==> config.mk <==
export PLATFORM = sky130hd
export DESIGN_NAME = serv_csr_irq
export DESIGN_NICKNAME = d
export VERILOG_FILES = /design/src/rtl/serv_csr_irq.sv
export SDC_FILE = /design/constraint.sdc
export NUM_CORES = 1
export LEC_CHECK = 0
export ABC_AREA = 0
export BUFFER_PORTS_ARGS = -buffer_cell sky130_fd_sc_hd__buf_2
export CORE_MARGIN = 3
export CORE_UTILIZATION = 53
export DETAILED_ROUTE_END_ITERATION = 8
export PLACE_DENSITY_LB_ADDON = 0.25
export SLEW_MARGIN = 20
export SYNTH_ARGS = -nofsm -noshare
export SYNTH_HDL_FRONTEND = slang
export SYNTH_SLANG_ARGS = --single-unit
==> constraint.sdc <==
create_clock -name i_clk -period 4.8 [get_ports i_clk]
set_input_delay 0.72 -clock i_clk [delete_from_list [all_inputs] [get_ports i_clk]]
set_output_delay 0.72 -clock i_clk [all_outputs]
set_load 0.05 [all_outputs]
==> src/rtl/serv_csr_irq.sv <==
// Bit-serial machine-mode CSR unit: mstatus.MIE/MPIE, mie, mip (read-only) and mcause,
// with fixed-priority MSI/MTI/MEI plus NUM_LIRQ local interrupts and 5-bit cause codes.
module serv_csr_irq #(
    parameter int NUM_LIRQ = 0
) (
    input  logic                  i_clk,
    input  logic                  i_rst,
    input  logic                  i_init,
    input  logic                  i_en,
    input  logic [4:0]            i_cnt,
    input  logic                  i_cnt_done,
    input  logic                  i_trap,
    input  logic                  i_mret,
    input  logic                  i_e_op,
    input  logic                  i_ebreak,
    input  logic                  i_mem_op,
    input  logic                  i_mem_cmd,
    input  logic                  i_mstatus_en,
    input  logic                  i_mie_en,
    input  logic                  i_mip_en,
    input  logic                  i_mcause_en,
    input  logic [1:0]            i_csr_source,
    input  logic                  i_csr_d_sel,
    input  logic                  i_csr_imm,
    input  logic                  i_rs1,
    input  logic                  i_rf_csr_out,
    input  logic [3+NUM_LIRQ-1:0] i_irq,
    output logic                  o_csr_in,
    output logic                  o_q,
    output logic                  o_new_irq
);

    localparam int NI = 3 + NUM_LIRQ;

    // Bit position in mie/mip, which is also the interrupt's cause code.
    function automatic logic [4:0] irq_pos(input int n);
        logic [4:0] p;
        case (n)
            0:       p = 5'd3;
            1:       p = 5'd7;
            2:       p = 5'd11;
            default: p = 5'(n + 13);
        endcase
        return p;
    endfunction

    logic          mstatus_mie_q, mstatus_mie_d;
    logic          mpie_q, mpie_d;
    logic [NI-1:0] mie_q, mie_d;
    logic          mcause_int_q, mcause_int_d;
    logic [4:0]    mcause_code_q, mcause_code_d;
    logic          irq_r_q, irq_r_d;
    logic          new_irq_q, new_irq_d;
    logic [4:0]    irq_code_q, irq_code_d;

    logic          d_s;
    logic          q_s;
    logic          csr_in_s;
    logic          mcause_bit_s;
    logic          trap_done_s;
    logic [4:0]    exc_code_s;
    logic [NI-1:0] act_s;
    logic          pend_s;
    logic [4:0]    sel_code_s;

    assign d_s         = i_csr_d_sel ? i_csr_imm : i_rs1;
    assign trap_done_s = i_trap & i_cnt_done;
    assign act_s       = i_irq & mie_q;
    assign pend_s      = mstatus_mie_q & (|act_s);

    // Serial read bit: OR of every CSR source that owns the current bit index.
    always_comb begin
        case (i_cnt)
            5'd0:    mcause_bit_s = mcause_code_q[0];
            5'd1:    mcause_bit_s = mcause_code_q[1];
            5'd2:    mcause_bit_s = mcause_code_q[2];
            5'd3:    mcause_bit_s = mcause_code_q[3];
            5'd4:    mcause_bit_s = mcause_code_q[4];
            5'd31:   mcause_bit_s = mcause_int_q;
            default: mcause_bit_s = 1'b0;
        endcase
        q_s = i_rf_csr_out
            | (i_mstatus_en & (i_cnt == 5'd3) & mstatus_mie_q)
            | (i_mcause_en & i_en & mcause_bit_s);
        for (int n = 0; n < NI; n++) begin
            q_s = q_s | ((i_cnt == irq_pos(n)) & ((i_mie_en & mie_q[n]) | (i_mip_en & i_irq[n])));
        end
    end

    // New serial CSR bit from the keep/write/set/clear operation.
    always_comb begin
        case (i_csr_source)
            2'b00:   csr_in_s = q_s;
            2'b01:   csr_in_s = d_s;
            2'b10:   csr_in_s = q_s | d_s;
            2'b11:   csr_in_s = q_s & ~d_s;
            default: csr_in_s = q_s;
        endcase
    end

    assign o_q      = q_s;
    assign o_csr_in = csr_in_s;

    // Exception cause when no interrupt is being taken.
    always_comb begin
        if (i_e_op) begin
            exc_code_s = i_ebreak ? 5'd3 : 5'd11;
        end else if (i_mem_op) begin
            exc_code_s = i_mem_cmd ? 5'd6 : 5'd4;
        end else begin
            exc_code_s = 5'd0;
        end
    end

    // Fixed priority MEI > MSI > MTI > lowest-numbered local interrupt.
    always_comb begin
        if (act_s[2]) begin
            sel_code_s = 5'd11;
        end else if (act_s[0]) begin
            sel_code_s = 5'd3;
        end else if (act_s[1]) begin
            sel_code_s = 5'd7;
        end else begin
            sel_code_s = 5'd0;
            for (int k = NI - 1; k >= 3; k--) begin
                if (act_s[k]) begin
                    sel_code_s = irq_pos(k);
                end else begin
                    sel_code_s = sel_code_s;
                end
            end
        end
    end

    // mie enable bits are written only at their own serial position.
    always_comb begin
        mie_d = mie_q;
        for (int n = 0; n < NI; n++) begin
            if (i_mie_en && i_en && (i_cnt == irq_pos(n))) begin
                mie_d[n] = csr_in_s;
            end else begin
                mie_d[n] = mie_q[n];
            end
        end
    end

    // mstatus: a trap overrides mret and software writes.
    always_comb begin
        mstatus_mie_d = mstatus_mie_q;
        mpie_d        = mpie_q;
        if (trap_done_s) begin
            mstatus_mie_d = 1'b0;
            mpie_d        = mstatus_mie_q;
        end else if (i_mret) begin
            mstatus_mie_d = mpie_q;
        end else if (i_mstatus_en && i_en && (i_cnt == 5'd3)) begin
            mstatus_mie_d = csr_in_s;
        end else begin
            mstatus_mie_d = mstatus_mie_q;
        end
    end

    // mcause: trap capture, else serial software write of bits 0..4 and 31.
    always_comb begin
        mcause_int_d  = mcause_int_q;
        mcause_code_d = mcause_code_q;
        if (trap_done_s) begin
            if (new_irq_q) begin
                mcause_int_d  = 1'b1;
                mcause_code_d = irq_code_q;
            end else begin
                mcause_int_d  = 1'b0;
                mcause_code_d = exc_code_s;
            end
        end else if (i_mcause_en && i_en) begin
            case (i_cnt)
                5'd0:    mcause_code_d[0] = csr_in_s;
                5'd1:    mcause_code_d[1] = csr_in_s;
                5'd2:    mcause_code_d[2] = csr_in_s;
                5'd3:    mcause_code_d[3] = csr_in_s;
                5'd4:    mcause_code_d[4] = csr_in_s;
                5'd31:   mcause_int_d     = csr_in_s;
                default: mcause_int_d     = mcause_int_q;
            endcase
        end else begin
            mcause_int_d = mcause_int_q;
        end
    end

    // Interrupt edge detect, evaluated once per non-init word.
    always_comb begin
        if (!i_init && i_cnt_done) begin
            irq_r_d    = pend_s;
            new_irq_d  = pend_s & ~irq_r_q;
            irq_code_d = sel_code_s;
        end else begin
            irq_r_d    = irq_r_q;
            new_irq_d  = new_irq_q;
            irq_code_d = irq_code_q;
        end
    end

    // State registers with synchronous reset.
    always_ff @(posedge i_clk) begin
        if (i_rst) begin
            mstatus_mie_q <= 1'b0;
            mpie_q        <= 1'b0;
            mie_q         <= '0;
            mcause_int_q  <= 1'b0;
            mcause_code_q <= 5'd0;
            irq_r_q       <= 1'b0;
            new_irq_q     <= 1'b0;
            irq_code_q    <= 5'd0;
        end else begin
            mstatus_mie_q <= mstatus_mie_d;
            mpie_q        <= mpie_d;
            mie_q         <= mie_d;
            mcause_int_q  <= mcause_int_d;
            mcause_code_q <= mcause_code_d;
            irq_r_q       <= irq_r_d;
            new_irq_q     <= new_irq_d;
            irq_code_q    <= irq_code_d;
        end
    end

    assign o_new_irq = new_irq_q;

endmodule

After elaboration in Yosys (flattened, before gate mapping)
Index checks and enable logic that the tools add are counted.
{"block": "totals", "output_inout_bits": 3, "elab_cells": 104, "regBits": 18}
{"block": "op_classes", "n_bitwise": 29, "n_eq_ne": 10, "reduce_logical": 27, "muxes": 24}
{"cell": "$and A1 B1 Y1", "count": 17}
{"cell": "$reduce_bool A2 Y1", "count": 8}
{"cell": "$mux W5", "count": 3}
{"cell": "$mux W1", "count": 12}
{"cell": "$mux W4", "count": 3}
{"cell": "$reduce_and A2 Y1", "count": 6}
{"cell": "$eq A5 B2 Y1 const B", "count": 2}
{"cell": "$eq A5 B3 Y1 const B", "count": 2}
{"cell": "$mux W3", "count": 3}
{"cell": "$or A1 B1 Y1", "count": 9}
{"cell": "$logic_and A1 B1 Y1", "count": 8}
{"cell": "$pmux W1 S6", "count": 1}
{"cell": "$eq A5 B1 Y1 const B", "count": 1}
{"cell": "$eq A5 B4 Y1 const B", "count": 1}
{"cell": "$eq A5 B5 Y1 const B", "count": 1}
{"cell": "$logic_not A5 Y1", "count": 1}
{"cell": "$eq A2 B2 Y1 const B", "count": 2}
{"cell": "$pmux W1 S4", "count": 1}
{"cell": "$and A3 B3 Y3", "count": 1}
{"cell": "$reduce_or A3 Y1", "count": 1}
{"cell": "$eq A2 B1 Y1 const B", "count": 1}
{"cell": "$logic_not A2 Y1", "count": 1}
{"cell": "$mux W2", "count": 1}
{"cell": "$not A1 Y1", "count": 2}
{"cell": "other kinds (2)", "count": 2}

Depth between registers and ports, before layout
Gate-level depths: netlist (run 1).
{"block": "logic_depth", "depth_word": 13, "ltp_mapped": 7, "mapped_depth_nobuf": 5}

Least setup slack after synthesis (run 1)
Ideal clock, no wire load.
{"block": "synth_timing", "path_type": "input -> output", "start": "input i_cnt[1]", "end": "output o_csr_in", "arrival_ps": 2236, "required_ps": 4080, "cell_stages": 7, "slack_ps": 1844, "cell_sequence": "buf_6 -> mux4_2 -> nand2_1 -> a311oi_1 -> o41ai_2 -> buf_6 -> inv_1"}
{"block": "synth_via", "elab_chain_len": 10, "word_cells_on_any_way": 23, "classes_between": "eq/ne: 7; mux: 2; bitwise: 13; reduce/logical: 1"}
{"item": "start: declaration", "line_no": "10", "rtl": "input logic [4:0] i_cnt,"}
{"item": "$eq A5 B2 Y1", "line_no": "73, 83, 86"}
{"item": "$and A1 B1 Y1 (2 in a row)", "line_no": "83", "rtl": "| (i_mstatus_en & (i_cnt == 5'd3) & mstatus_mie_q)"}
{"item": "$or A1 B1 Y1", "line_no": "83"}
{"item": "$or A1 B1 Y1", "line_no": "84", "rtl": "| (i_mcause_en & i_en & mcause_bit_s);"}
{"item": "$or A1 B1 Y1 (2 in a row)", "line_no": "86", "rtl": "q_s = q_s | ((i_cnt == irq_pos(n)) & ((i_mie_en & mie_q[n]) | (i_mip_en & i_irq[n])));"}
{"item": "$or A1 B1 Y1 *", "line_no": "86"}
{"item": "$and A1 B1 Y1 or $or A1 B1 Y1 (tied branches)", "line_no": "96, 95"}
{"item": "$pmux W1 S4 *", "line_no": "92", "rtl": "case (i_csr_source)"}
{"item": "end: declaration", "line_no": "28", "rtl": "output logic o_csr_in,"}
Every way passes the cells marked *; elsewhere a longest branch is shown, timed or not.

Final worst setup path (run 1)
Ends and elaborated chain as after synthesis.

==> parameters.txt, run 1 <==
Parameter                              Value

Place
  Detailed Place HPWL    2.03 mm
  Standard cell area after detailed placement    1170 um^2
  Dpl cells    180
  Number of buffer cells added on primary ports    31
  Final Wtd Congestion    0.915

Global route
  Largest net degree at the start of global routing    14
  Global route overflow    0
  Global-route wire length before repair    4.26 mm
  Total Routing Usage GR    21.8%
  Number of global-route vias before repair    1004
  Number of antenna violations at the first check in global routing    0

Timing
  Final cycle utilization of the critical path    67.3%
  Endpoints failing setup    0
  Post-Route Setup TNS    0 ns
  Min Tclk post-route    3.23 ns
  Max Clock Skew    0.00103 ns
  Unrepaired setup endpoints after global routing    no
  Worst slew pin tran    0.476 ns
  Max-slew headroom    68.0%
  Hold slack    0.470 ns
  Fin. Hold Viols    0
  Final Slew Violations    0
  Fmax    309 MHz

Pwr
  Gate power share    20.8%
  Fraction of power spent switching nets    28.5%
  Portion of total power attributed to sequential cells    47.8%
  Sw power    81.7 uW
  Clock power frac    31.4%
  Pwr dens    237 nW/um^2
  IR drop worst, VDD    0.000205 V
  Leak Pwr    0.000476 uW
  Power Internal    205 uW

Detailed routing
  Average wire per standard cell    14.3 um
  Routed wire length    2.63 mm
  Vias/cell    6.03
  Iteration count of the initial detailed-routing pass    4
  Number of nets with antenna violations after routing    0
  Drc violations    0
  Via count of the routed design    1109
  Drt initial violations    60

Synthesis
  Summed instance area of the synthesized netlist    1020 um^2
  Synthesis warning total    0
  Netlist cell types    45
  Sequential cell area fraction in the yosys report    31.3%
  Synth Register Bits    16
  Largest cells by area after synthesis    dfxtp_1, nand2_1, nor2_1
  Syn_nets    158
  Area fraction of the dominant cell type after synthesis    31.3%
  Mean cell area of the mapped netlist    7.93 um^2
  Instance count of the mapped netlist    129
  Cell taking the most area after synthesis    dfxtp_1

Setup path
  Kind of critical path    in2out
  Startpoint type of the worst setup path    input port
  Setup slack of the most critical reg-to-reg path    2.85 ns
  Worst-case reg-to-reg path depth    6
  First element of the critical path    i_cnt[1]
  Buffers & Inverters on Critical Path    4
  Critical Path AT    2.51 ns
  Crit Reg-Reg Endpoint    mstatus_mie_q
  Cells along the critical path    buf_2 -> mux4_2 -> nand2_1 -> a311oi_1 -> o41ai_2 -> buf_4 -> inv_1 -> buf_2
  CP endpoint kind    output pin
  CP Max Fanout    11
  Source of the worst register-to-register timing path    mcause_code_q[3]
  Critical path depth    8
  End of the critical path    o_csr_in
  Largest delay contributor family on the critical path    buffers and inverters
  Worst path max stage delay    0.51 ns
  Required time of the critical path    4.08 ns
  Slowest stage cell on the critical path    mux4_2
  Crit path top cell by count    buf_2

Cells and area
  Area delta synth->final    18.0%
  Final cell count without fillers    184
  Layout cells sized above 1    27.7%
  Nets    189
  Fin area    1210 um^2
  Commonest non-fill, non-tap cell in the layout    buf_2
  Final antenna diode count    0
  Highest-count cells in the layout ignoring fill and taps    buf_2, dfxtp_1, nand2_1, nor2_1, a21oi_1

Status
  Result of the run    complete, no violations

Run
  Max Cap Violations    0

Hold path
  HP Start    irq_code_q[3]
  Tightest Hold Check Type    reg2reg

CTS
  H-tree levels    1
  Clock-pin slew on the worst setup and hold paths    0.09 ns
  Maximum clock path buffer count    2
  Total clock sinks    16
  Post-CTS setup buffers    0
  Clock root buffer master    clkbuf_4
  TritonCTS clock tree    built
  Source-to-sink clock delay at the later pin of the worst-skew pair    0.28 ns
  Count of cells resized by post-cts repair    0
  Hold-fix buffers at CTS    0
  Number of CTS-inserted buffers    3

Die
  Placement Rows    15
  DIE HEIGHT    49.9 um
  Number of primary I/O pins    32
  Die X    49.9 um
  Area inside the core boundary    1780 um^2
  Starting density of the core    57.4%
  DIE AREA    2490 um^2
worst reg2reg max path: stages (launching register included):
cell,delay [ns]
dfxtp_1,0.36
mux4_2,0.24
nand2_1,0.06
a311oi_1,0.43
o41ai_2,0.16
buf_4,0.21
a2111oi_0,0.38
routing by layer:
layer	vias to the layer above	track usage, %	wire [um]
li1	552	-	-
met1	495	27.1	1130
met2	54	36.3	1250
met3	8	5.74	202
met4	0	6.45	45
met5	-	0	0
power groups by stage:
stage	logic, uW	registers (uW)	clock network (uW)
after floorplan	38.5	139	0
after global placement	56.9	140	0
after detailed placement	58.5	140	0
after CTS	58.8	137	92.7
after global routing	65.1	137	97.3
final	59.5	137	90.0
cell usage after synthesis:
cell type	n
nand3_1	3
a221o_1	1
nor2b_1	2
o21bai_1	1
or3_2	1
dfxtp_1	16
mux4_2	1
o211ai_1	2
nand4_1	3
and2_2	1
inv_1	2
xor2_1	1
clkbuf_1	2
a311oi_1	1
nor3b_1	1
a21oi_1	11
o22a_1	1
or3_1	2
and4b_2	1
o21ai_0	4
and2_1	3
a31oi_1	3
a22o_1	1
a41oi_1	1
mux2i_1	2
a22oi_1	3
a2111oi_0	1
a32oi_1	2
nor3_2	1
a211oi_1	1
nand2_1	15
nor4_1	1
a222oi_1	1
nand2b_1	4
o31ai_1	1
or2b_1	1
o311ai_0	1
buf_6	3
o21ai_2	2
buf_2	1
nand4b_1	1
o41ai_2	1
nor2_1	15
and4_1	1
nor3_1	6
layout make-up:
type	count	area [um^2]
multi-input combinational	105	649
fill	171	576
sequential	16	320
timing repair buffer	32	163
clock buffer	4	36.3
tap	25	31.3
inverter	2	7.51
kinds of logic after synthesis:
kind of cell	Yosys count	share of synthesized area, %
AND/OR/NAND/NOR	62	31.3
AO/OA/AOI/OAI	39	27.1
flip-flops	16	31.3
buffers and inverters	8	5.26
multiplexers	3	4.16
XOR/XNOR	1	0.856
sequential cells by signal (all words and copies together), names as in the netlist:
name / cells
mpie_q: 1
irq_code_q: 3
o_new_irq: 1
irq_r_q: 1
mie_q: 3
mcause_int_q: 1
mcause_code_q: 5
mstatus_mie_q: 1
worst min-delay path by stage:
stage	end	slack [ns]	cells after the start
after global placement	irq_r_q	0.45	2
after global routing	irq_r_q	0.49	2
after detailed placement	irq_code_q[3]	0.46	2
after floorplan	irq_code_q[3]	0.44	2
final	irq_code_q[3]	0.47	2
after CTS	irq_code_q[3]	0.47	2
metrics by stage:
step                      utilization (%)  total power (uW)  setup WS [ns]
after floorplan                         -               178           1.84
after CTS                            67.7               289           1.60
after detailed placement             65.7               199           1.60
final                                67.7               287           1.57
after global placement               65.7               197           1.68
after global routing                 67.7               300           1.49
(Power assumes the default switching activity.)
==> run 2: changes to the inputs <==
Settings changed: CORE_UTILIZATION 53 to 45.
Clock period 4.8 ns to 2.9 ns, I/O delays scaled along.
==> parameters.txt, run 2 (synthesized netlist as in run 1, its figures left out) <==
Parameter                              Value

Timing
  Final cycle utilization of the critical path    85.0%
  Hold slack    0.426 ns (-0.0445 ns)
  Fmax    406 MHz
  Post-Route Setup TNS    0 ns (unchanged)
  Fin. Hold Viols    0 (unchanged)
  Endpoints failing setup    0 (unchanged)
  Max Clock Skew    0.00190 ns (+0.000871 ns)
  Final Slew Violations    0 (unchanged)
  Min Tclk post-route    2.46 ns
  Max-slew headroom    71.7% (+3.7 points)
  Worst slew pin tran    0.414 ns (-0.0625 ns)
  Unrepaired setup endpoints after global routing    no

Setup path
  Cells along the critical path    buf_2 -> mux4_2 -> nand2_1 -> a311oi_1 -> or3_2 -> buf_2
  Required time of the critical path    2.47 ns (-1.61 ns)
  Worst path max stage delay    0.52 ns (about the same)
  CP endpoint kind    output pin
  CP Max Fanout    8 (-3)
  Slowest stage cell on the critical path    mux4_2
  Critical Path AT    2.03 ns (-0.48 ns)
  Kind of critical path    in2out
  Startpoint type of the worst setup path    input port
  Crit path top cell by count    buf_2
  Largest delay contributor family on the critical path    simple AND/OR/NAND/NOR gates
  Buffers & Inverters on Critical Path    2 (-2)

Die
  DIE AREA    2880 um^2 (+16%)
  Placement Rows    16 (+1)
  Starting density of the core    49.6% (-7.8 points)
  Area inside the core boundary    2060 um^2 (+16%)
  Die X    53.7 um (+7.5%)
  Number of primary I/O pins    32 (unchanged)
  DIE HEIGHT    53.7 um (+7.5%)

CTS
  Source-to-sink clock delay at the later pin of the worst-skew pair    0.29 ns (about the same)
  Number of CTS-inserted buffers    3 (unchanged)
  Maximum clock path buffer count    2 (unchanged)
  Clock-pin slew on the worst setup and hold paths    0.10 ns (about the same)
  TritonCTS clock tree    built
  Hold-fix buffers at CTS    0 (unchanged)
  H-tree levels    1 (unchanged)
  Post-CTS setup buffers    0 (unchanged)
  Count of cells resized by post-cts repair    0 (unchanged)
  Total clock sinks    16 (unchanged)
  Clock root buffer master    clkbuf_4

Global route
  Global-route wire length before repair    4.30 mm (+0.80%)
  Number of antenna violations at the first check in global routing    0 (unchanged)
  Global route overflow    0 (unchanged)
  Largest net degree at the start of global routing    14 (unchanged)
  Number of global-route vias before repair    978 (-2.6%)
  Total Routing Usage GR    20.3% (-1.4 points)

Detailed routing
  Average wire per standard cell    14.2 um (-0.59%)
  Routed wire length    2.64 mm (+0.49%)
  Drc violations    0 (unchanged)
  Vias/cell    5.87 (-2.6%)
  Iteration count of the initial detailed-routing pass    4 (unchanged)
  Via count of the routed design    1092 (-1.5%)
  Drt initial violations    34 (-43%)
  Number of nets with antenna violations after routing    0 (unchanged)

Pwr
  Gate power share    20.6% (-0.2 points)
  Portion of total power attributed to sequential cells    47.8% (about the same)
  Pwr dens    392 nW/um^2 (+65%)
  IR drop worst, VDD    0.000300 V (+47%)
  Sw power    135 uW (+66%)
  Leak Pwr    0.000476 uW (unchanged)
  Fraction of power spent switching nets    28.5% (+0.041 points)
  Clock power frac    31.6% (+0.2 points)
  Power Internal    339 uW (+66%)

Status
  Result of the run    complete, no violations

Hold path
  Tightest Hold Check Type    in2reg

Cells and area
  Number of flip-flops in the largest register    5 (unchanged)
  Area delta synth->final    18.2%
  Flip-flop and latch area    320 um^2 (unchanged)
  Most flop-heavy register    mcause_code_q
  Final antenna diode count    0 (unchanged)
  Area of the multi-input gates    649 um^2 (unchanged)
  Nets    189 (unchanged)
  Registers with the most flip-flops    mcause_code_q: 5 flops, irq_code_q: 3 flops, mie_q: 3 flops
  Layout cells sized above 1    27.7% (unchanged)
  Fillcell total    205 (+20%)
  Commonest non-fill, non-tap cell in the layout    buf_2
  Final cell count without fillers    186 (+1.1%)
  Highest-count cells in the layout ignoring fill and taps    buf_2, dfxtp_1, nand2_1, nor2_1, a21oi_1

Place
  Dpl cells    182 (+1.1%)
  Detailed Place HPWL    2.11 mm (+3.8%)
  Final Wtd Congestion    0.892 (-2.5%)
  Number of buffer cells added on primary ports    31 (unchanged)

Run
  Max Cap Violations    0 (unchanged)
[run 2: layer usage]
metal | global-route usage [%] | share of wire (%)
met5 | 0 | 0
met4 | 5.53 | 0.95
met3 | 4.99 | 4.6
met2 | 34.7 | 50
met1 | 25.1 | 44
[run 2: final timing paths]
path	startpoint	endpoint	slack, ns	cells after the start
setup / recovery	i_cnt[1]	o_q	0.44	6
hold / removal	i_irq[2]	irq_code_q[3]	0.43	3
setup reg to reg	mcause_code_q[0]	mstatus_mie_q	0.96	6
hold reg to reg	irq_code_q[3]	irq_code_q[3]	0.47	2
[run 2: power by group through the flow]
stage | Clock [uW] | Combinational, uW | Sequential [uW]
final | 150 | 97.6 | 227
after detailed placement | 0 | 96.4 | 232
after floorplan | 0 | 63.7 | 231
after CTS | 152 | 96.7 | 227
after global placement | 0 | 94.3 | 232
after global routing | 163 | 108 | 227
[run 2: final cells by class]
class	count	share of cell area, %
Timing Repair Buffer	32	13.4
Clock buffer	4	3.00
Tap cell	27	2.79
Sequential cell	16	26.5
Inverter	2	0.620
Multi-Input combinational cell	105	53.7
[run 2: worst register-to-register path, cell delays in order (launching register included)]
cell and delay, ns:
dfxtp_1 0.36, mux4_2 0.24, nand2_1 0.06, a311oi_1 0.37
o41ai_2 0.15, buf_4 0.20, a2111oi_0 0.42
[run 2: per-stage QoR]
step | power [uW] | worst slack (ns) | utilization [%] | area (um^2)
after floorplan | 294 | 0.514 | - | 1020
after global placement | 326 | 0.474 | 56.9 | 1170
after detailed placement | 328 | 0.446 | 56.9 | 1170
after CTS | 476 | 0.441 | 58.7 | 1210
after global routing | 498 | 0.381 | 58.7 | 1210
final | 475 | 0.435 | 58.7 | 1210
==> run 3: changes to the inputs <==
Clock period 2.9 ns to 2.2 ns, I/O delays scaled along.
==> parameters.txt, run 3 (synthesized netlist as in run 1, its figures left out) <==
Parameter                              Value

Status
  Result of the run    complete, no violations

Timing
  Fin. Hold Viols    0 (unchanged)
  Min Tclk post-route    2.19 ns
  Hold slack    0.335 ns (-0.0904 ns)
  Max Clock Skew    0.00475 ns (+0.00285 ns)
  Fmax    457 MHz
  Worst slew pin tran    0.386 ns (-0.0274 ns)
  Max-slew headroom    74.2% (+2.5 points)
  Unrepaired setup endpoints after global routing    yes
  Final cycle utilization of the critical path    99.4%
  Endpoints failing setup    0 (unchanged)
  Final Slew Violations    0 (unchanged)

CTS
  Hold-fix buffers at CTS    0 (unchanged)
  Total clock sinks    16 (unchanged)
  Source-to-sink clock delay at the later pin of the worst-skew pair    0.28 ns (about the same)
  Post-CTS setup buffers    0 (unchanged)
  Clock root buffer master    clkbuf_4
  TritonCTS clock tree    built
  Clock-pin slew on the worst setup and hold paths    0.09 ns (about the same)
  Maximum clock path buffer count    2 (unchanged)
  H-tree levels    1 (unchanged)
  Number of CTS-inserted buffers    3 (unchanged)

Setup path
  Kind of critical path    reg2out
  Startpoint type of the worst setup path    register
  First element of the critical path    mcause_code_q[3]
  Critical Path AT    1.86 ns (-0.17 ns)
  Source of the worst register-to-register timing path    mcause_code_q[3]
  CP endpoint kind    output pin
  Required time of the critical path    1.87 ns (-0.60 ns)
  CP Max Fanout    2 (-6)

Cells and area
  Most flop-heavy register    mcause_code_q
  Layout cells sized above 1    30.4% (+2.8 points)
  Area delta synth->final    23.1%
  Commonest non-fill, non-tap cell in the layout    buf_2
  Number of flip-flops in the largest register    5 (unchanged)
  Highest-count cells in the layout ignoring fill and taps    buf_2, nor2_1, dfxtp_1
  Final antenna diode count    0 (unchanged)
  Registers with the most flip-flops    mcause_code_q: 5 flops, irq_code_q: 3 flops, mie_q: 3 flops
  Nets    192 (+1.6%)

Pwr
  Clock power frac    25.7% (-5.9 points)
  IR drop worst, VDD    0.000421 V (+40%)
  Sw power    175 uW (+29%)
  Pwr dens    471 nW/um^2 (+20%)
  Power Internal    418 uW (+23%)
  Sum of internal, switching and leakage power    593 uW (+25%)
  Portion of total power attributed to sequential cells    50.6% (+2.8 points)
  Fraction of power spent switching nets    29.5% (+0.91 points)
  Gate power share    23.7% (+3.1 points)
  Leak Pwr    0.000501 uW (+5.2%)

Die
  Placement Rows    16 (unchanged)
  Starting density of the core    49.6% (unchanged)
  DIE HEIGHT    53.7 um (unchanged)
  Area inside the core boundary    2060 um^2 (unchanged)
  Die X    53.7 um (unchanged)
  Number of primary I/O pins    32 (unchanged)
  DIE AREA    2880 um^2 (unchanged)

Place
  Number of buffer cells added on primary ports    31 (unchanged)
  Detailed Place HPWL    2.15 mm (+2.1%)
  Final Wtd Congestion    0.916 (+2.6%)

Hold path
  Tightest Hold Check Type    in2reg
  HP Start    i_irq[2]

Detailed routing
  Routed wire length    2.68 mm (+1.6%)
  Number of nets with antenna violations after routing    0 (unchanged)
  Iteration count of the initial detailed-routing pass    4 (unchanged)
  Drt initial violations    47 (+38%)
  Drc violations    0 (unchanged)
  Vias/cell    5.83 (-0.70%)
  Average wire per standard cell    14.3 um (+0.55%)
  Via count of the routed design    1096 (+0.37%)

Global route
  Number of antenna violations at the first check in global routing    0 (unchanged)
  Total Routing Usage GR    21.8% (+1.5 points)
  Number of global-route vias before repair    1081 (+11%)
  Global-route wire length before repair    4.68 mm (+8.8%)
  Global route overflow    0 (unchanged)
  Largest net degree at the start of global routing    14 (unchanged)

Run
  Max Cap Violations    0 (unchanged)
==> run 3: critical path, stage by stage, from the launching register on <==
cell and delay (ns):
dfxtp_2 0.34, mux4_2 0.48, nand2_2 0.09, a311oi_4 0.11, o41ai_2 0.28, inv_1 0.10
buf_6 0.16
==> run 3: timing repair <==
item | in CTS | in global routing
setup endpoints to repair | 2 | 2
pin swaps | 4 | 0
resized for setup | 10 | 0
==> run 3: final cells by class <==
type	instances	area, um^2
Multi-Input combinational cell	105	673
Sequential cell	16	322
Timing Repair Buffer	35	201
Fill cell	198	802
Clock buffer	3	22.5
Inverter	2	7.51
Tap cell	27	33.8
==> run 3: final timing paths <==
path	end	slack, ns	cells after the start
setup / recovery	o_csr_in	0.01	6
hold / removal	irq_code_q[3]	0.34	3
setup reg to reg	mstatus_mie_q	0.41	6
hold reg to reg	irq_code_q[3]	0.47	2
==> run 3: stage by stage <==
step	cell area (um^2)	setup slack [ns]	util, %	instances	setup TNS, ns
floorplan	1020	0.0241	-	129	0
global placement	1200	0.0457	58.0	185	0
detailed placement	1200	-0.0131	58.0	185	-0.0131
CTS	1260	-0.0143	61.1	188	-0.0166
global route	1260	-0.0912	61.1	188	-0.136
finish	1260	0.0132	61.1	188	0
==> run 3: power groups by stage <==
stage	Sequential [uW]	Combinational [uW]	Clock, uW
after floorplan	304	83.9	0
after global placement	306	127	0
after detailed placement	306	130	0
after CTS	300	139	161
after global routing	300	155	174
final	300	141	153
==> run 3: layer usage <==
layer / routed length, um / track usage, % / up-vias / part of all wire (%)
li1: - / - / 550 / -
met1: 1190 / 28.0 / 504 / 44
met2: 1290 / 34.7 / 38 / 48
met3: 175 / 7.20 / 4 / 6.5
met4: 25 / 5.96 / 0 / 0.93
met5: 0 / 0 / - / 0
